## config.mk

```make
export PLATFORM = sky130hd
export DESIGN_NAME = bitlogic_sched
export DESIGN_NICKNAME = d
export VERILOG_FILES = /design/src/rtl/bitlogic_sched_pkg.sv /design/src/rtl/bitlogic_sched_logic32b.sv /design/src/rtl/bitlogic_sched.sv
export SDC_FILE = /design/constraint.sdc
export NUM_CORES = 1
export LEC_CHECK = 0
export ABC_AREA = 1
export CELL_PAD_IN_SITES_DETAIL_PLACEMENT = 0
export CELL_PAD_IN_SITES_GLOBAL_PLACEMENT = 2
export CORE_MARGIN = 5
export CORE_UTILIZATION = 23
export DETAILED_ROUTE_END_ITERATION = 8
export PLACE_DENSITY = 0.75
export SYNTH_ARGS = -nofsm -noshare
export SYNTH_HDL_FRONTEND = slang
export SYNTH_SLANG_ARGS = --single-unit
```

## constraint.sdc

```tcl
create_clock -name clk -period 2.3 [get_ports clk]
set_input_delay 0.46 -clock clk [delete_from_list [all_inputs] [get_ports clk]]
set_output_delay 0.46 -clock clk [all_outputs]
set_load 0.05 [all_outputs]
```

## src/rtl/bitlogic_sched_pkg.sv

```systemverilog
// Shared types and constants for the bitlogic_sched block: opcodes, FSM states, widths.
package bitlogic_sched_pkg;

  localparam int DEF_SLICE_W = 32;
  localparam int DEF_DATA_W  = 64;
  localparam int DEF_OP_W    = 2;

  localparam logic [1:0] OP_AND  = 2'b00;
  localparam logic [1:0] OP_OR   = 2'b01;
  localparam logic [1:0] OP_XOR  = 2'b10;
  localparam logic [1:0] OP_PASS = 2'b11;

  typedef enum logic [1:0] {
    ST_IDLE = 2'd0,
    ST_LO   = 2'd1,
    ST_HI   = 2'd2,
    ST_RESP = 2'd3
  } state_t;

endpackage

```

## src/rtl/bitlogic_sched_logic32b.sv

```systemverilog
// Purely combinational slice-wide bitwise unit (AND/OR/XOR/pass A) shared by both requesters.
module logic32b
  import bitlogic_sched_pkg::*;
#(
  parameter int W    = DEF_SLICE_W,
  parameter int OP_W = DEF_OP_W
) (
  input  logic [W-1:0]    A,
  input  logic [W-1:0]    B,
  input  logic [OP_W-1:0] op,
  output logic [W-1:0]    Y
);

  always_comb begin
    Y = A;
    case (op)
      OP_AND:  Y = A & B;
      OP_OR:   Y = A | B;
      OP_XOR:  Y = A ^ B;
      default: Y = A;
    endcase
  end

endmodule

```

## src/rtl/bitlogic_sched.sv

```systemverilog
// Round-robin scheduler sharing one 32-bit logic unit between two requesters; 64-bit ops take two passes.
// Optional stall counters perf_stall0/perf_stall1 are built when BITLOGIC_SCHED_PERF_EN is defined.
module bitlogic_sched
  import bitlogic_sched_pkg::*;
#(
  parameter int SLICE_W = DEF_SLICE_W,
  parameter int DATA_W  = DEF_DATA_W,
  parameter int OP_W    = DEF_OP_W
) (
  input  logic              clk,
  input  logic              reset,
  input  logic              req0_valid,
  output logic              req0_ready,
  input  logic [OP_W-1:0]   req0_op,
  input  logic              req0_wide,
  input  logic [DATA_W-1:0] req0_a,
  input  logic [DATA_W-1:0] req0_b,
  input  logic              req1_valid,
  output logic              req1_ready,
  input  logic [OP_W-1:0]   req1_op,
  input  logic              req1_wide,
  input  logic [DATA_W-1:0] req1_a,
  input  logic [DATA_W-1:0] req1_b,
  output logic              resp_valid,
  input  logic              resp_ready,
  output logic              resp_id,
  output logic [DATA_W-1:0] resp_data
`ifdef BITLOGIC_SCHED_PERF_EN
  ,
  output logic [15:0]       perf_stall0,
  output logic [15:0]       perf_stall1
`endif
);

  state_t              state;
  logic                last_grant;
  logic [OP_W-1:0]     cur_op;
  logic                cur_wide;
  logic [DATA_W-1:0]   cur_a;
  logic [DATA_W-1:0]   cur_b;
  logic                grant0;
  logic                grant1;
  logic [SLICE_W-1:0]  unit_a;
  logic [SLICE_W-1:0]  unit_b;
  logic [SLICE_W-1:0]  unit_y;

  // On a tie the requester that did not win last time gets the unit.
  always_comb begin
    grant0     = req0_valid && (!req1_valid || last_grant);
    grant1     = req1_valid && (!req0_valid || !last_grant);
    req0_ready = (state == ST_IDLE) && !reset && grant0;
    req1_ready = (state == ST_IDLE) && !reset && grant1;
  end

  always_comb begin
    unit_a = cur_a[SLICE_W-1:0];
    unit_b = cur_b[SLICE_W-1:0];
    if (state == ST_HI) begin
      unit_a = cur_a[DATA_W-1:SLICE_W];
      unit_b = cur_b[DATA_W-1:SLICE_W];
    end
  end

  logic32b #(.W(SLICE_W), .OP_W(OP_W)) u_unit (
    .A  (unit_a),
    .B  (unit_b),
    .op (cur_op),
    .Y  (unit_y)
  );

  always_ff @(posedge clk) begin
    if (reset) begin
      state      <= ST_IDLE;
      last_grant <= 1'b1;
      cur_op     <= '0;
      cur_wide   <= 1'b0;
      cur_a      <= '0;
      cur_b      <= '0;
      resp_valid <= 1'b0;
      resp_id    <= 1'b0;
      resp_data  <= '0;
    end else begin
      case (state)
        ST_IDLE: begin
          if (grant0 || grant1) begin
            cur_op     <= grant1 ? req1_op   : req0_op;
            cur_wide   <= grant1 ? req1_wide : req0_wide;
            cur_a      <= grant1 ? req1_a    : req0_a;
            cur_b      <= grant1 ? req1_b    : req0_b;
            resp_id    <= grant1;
            last_grant <= grant1;
            state      <= ST_LO;
          end
        end
        ST_LO: begin
          resp_data[SLICE_W-1:0] <= unit_y;
          if (cur_wide) begin
            state <= ST_HI;
          end else begin
            // Narrow ops sign-extend like RV64 W-form results.
            resp_data[DATA_W-1:SLICE_W] <= {SLICE_W{unit_y[SLICE_W-1]}};
            resp_valid <= 1'b1;
            state      <= ST_RESP;
          end
        end
        ST_HI: begin
          resp_data[DATA_W-1:SLICE_W] <= unit_y;
          resp_valid <= 1'b1;
          state      <= ST_RESP;
        end
        ST_RESP: begin
          if (resp_ready) begin
            resp_valid <= 1'b0;
            state      <= ST_IDLE;
          end
        end
        default: state <= ST_IDLE;
      endcase
    end
  end

`ifdef BITLOGIC_SCHED_PERF_EN
  always_ff @(posedge clk) begin
    if (reset) begin
      perf_stall0 <= '0;
      perf_stall1 <= '0;
    end else begin
      if (req0_valid && !req0_ready && (perf_stall0 != 16'hFFFF))
        perf_stall0 <= perf_stall0 + 16'd1;
      if (req1_valid && !req1_ready && (perf_stall1 != 16'hFFFF))
        perf_stall1 <= perf_stall1 + 16'd1;
    end
  end
`endif

endmodule

```

==> results.toml <==
[worst_setup_path]
cp_top_family = "simple AND/OR/NAND/NOR gates"
worstPathCellList = "inv_2, ha_4, buf_4, inv_2, nand2_1, nand2_2, inv_2, ha_1, inv_1, o21ai_1, nand3_4, nand3_4, buf_12, nand3_1, nand2_1, inv_1"
critPathKind = "reg2reg"
r2r_cells = 16
worstPathArrival_ns = 2.54
path_common_cell = "inv_2"
worstSetupStartpointType = "flop"
rrSetupSlack_ns = 0.11
endpoint_kind = "flop"
slowest_stage = "dfxtp_2"
worstPathMaxFanout = 11
required_ns = 2.65
cp.depth = 16
critPathBufInv = 7
slowest_delay_ns = 0.32

[timing]
timing.slew.headroom_pct = 31.7
fin_tns_setup_ns = 0
finalSetupViolCount = 0
period_share_pct = 95.2
fin_skew_ns = 0.0120
finalWorstPathRequiredPeriod_ns = 2.19
hold_violations = 0
fin_ws_ns = 0.111
worstMarginPinSlew_ns = 1.02
maxSlewViolCount = 0
fmax_mhz = 457

[place]
placedInstanceArea_sq_um = 16000
gp_congestion = 0.785
place_ws_ns = -0.152
io_buffers = 334
hpwl_mm = 37.2

[clock_network]
cts_htree_levels = 4
cts_tree = "yes"
clk_latency_ns = 0.46
cts_root_buf = "clkbuf_16"
clk_pin_slew_worst_paths_ns = 0.07
clk_path_buf_depth = 2
numCtsBuffers = 17
cts_sinks = 200

[drt]
routed_via_density = 4.47
wl_mm = 49.7
wl_per_cell_microns = 18.2
first_pass_iters = 5
drc_errors = 0
via_count = 12200
drtAntennaViolNets = 0
drtIter0Drc = 541

[final_layout]
fin_area_sq_um = 16800
multi_input_area_sq_um = 6590
n_antenna_cell = 0
final_nets = 2371
drive_above_1_share_pct = 7.32
area_growth_pct = 40.9
fillers = 5612
regArea_sq_um = 4010

[global_route]
grt_pass1_vias = 12300
grt_usage_pct = 17.0
grt_pass1_wl_mm = 73.8
grt_max_degree = 73
overflow = 0
antenna_found_initial = 0

[yosys]
synth_cells = 1741
yosys.area.top_type = "dfxtp_1"
synth-seq-cells = 200
netlist_top_cells_area = "dfxtp_1 34%, nand2_1 17%, nand3_1 11%"
avgSynthCellArea_sq_um = 6.85
ys_warn_count = 0
post_synth_num_cell_types = 24
synth_top_area_share_pct = 33.6
yosysSeqAreaShare_pct = 33.6
synth_area_sq_um = 11900
syn_nets = 2076

[run]
cap_violations = 0

[floorplanning]
rows = 83
die-area_sq_um = 56500
die_w_microns = 238
core_area_sq_um = 51300
die_height_microns = 238
initial_utilization_pct = 23.2
ios = 335

[worst_hold_path]
hold-path-cell-count = 2
hp-class = "reg2reg"

[power]
p_leak_nw = 8.09
p_per_area_nw_per_um2 = 1360
peakVddDrop_mv = 0.618

[status]
status = "finished, final reports clean"
[flip-flops by register name, indices dropped and copies added, names as in the netlist]
| name | cells |
|---|---|
| resp_id | 1 |
| cur_wide | 1 |
| cur_a | 64 |
| state | 2 |
| resp_data | 64 |
| cur_op | 2 |
| last_grant | 1 |
| cur_b | 64 |
| resp_valid | 1 |
[Yosys cell counts, drive strengths merged]
library cell / number
nor3: 2
clkbuf: 41
ha: 68
buf: 90
nor2: 69
and3: 1
inv: 166
nand3: 257
dfxtp: 200
a21oi: 69
nand2: 555
o211a: 96
o21ai: 125
o211ai: 1
and2: 1
[cell type report]
type / count / area share (%)
sequential: 200 / 23.8
clock buffer: 22 / 2.76
tap: 680 / 5.06
clock inverter: 10 / 0.707
multi-input combinational: 1245 / 39.2
inverter: 166 / 3.78
timing repair buffer: 406 / 24.6
[layer usage]
metal / track usage, % / wire length, microns / share of wire [%]
met5: 0 / 0 / 0
met3: 3.26 / 1630 / 3.3
met2: 31.9 / 26400 / 53
met1: 19.7 / 20700 / 42
met4: 4.55 / 1090 / 2.2
[metrics by stage]
step	util, %	total power, mW	instances	hold slack (ns)
3_3_place_gp	31.2	19.5	2686	0.437
3_5_place_dp	31.2	19.6	2686	0.442
6_report	32.8	22.9	2729	0.449
4_1_cts	32.6	23.2	2724	0.453
2_1_floorplan	-	14.8	1741	0.424
5_1_grt	32.8	24.8	2729	0.494
[final timing paths]
check,startpoint,endpoint
worst max register to register,state[0],resp_data[41]
worst min register to register,cur_b[0],cur_b[0]
worst min-delay path,cur_b[0],cur_b[0]
worst max-delay path,state[0],resp_data[41]
[kinds of logic after synthesis]
family	synth area share [%]
and+or+nand+nor	31.0
buffers and inverters	12.0
AOI/OAI and AO/OA	16.3
DFF	33.6
adders and majority gates	7.14
[tightest hold or removal path: stages, from the launching register on]
cell     delay [ns]
dfxtp_1        0.30
inv_1          0.05
a21oi_1        0.05
[power by group]
group          internal, mW  switching [mW]  leakage (nW)
clock network          1.67            1.43         0.282
logic                  4.91            8.96          6.15
registers              4.97           0.952          1.66
total                  11.6            11.3          8.09
[layout by cell type (no fill, tap or decap), types with 21 or more instances in the layout]
| master | instances |
|---|---|
| nor2_1 | 68 |
| clkdlybuf4s50_1 | 321 |
| nand2_1 | 549 |
| inv_1 | 156 |
| o21ai_0 | 107 |
| a21oi_1 | 69 |
| nand3_1 | 250 |
| ha_1 | 65 |
| buf_4 | 59 |
| o211a_1 | 96 |
| dfxtp_1 | 197 |
| buf_12 | 21 |
[repair_timing]
action	in CTS	in global routing
endpoints found under the setup margin	34	39
pin swaps	3	7
hold buffers	0	0
gates resized for setup	10	32
cloned	1	0
setup buffers	5	5
No activity file was read; power rests on OpenSTA's default activity.
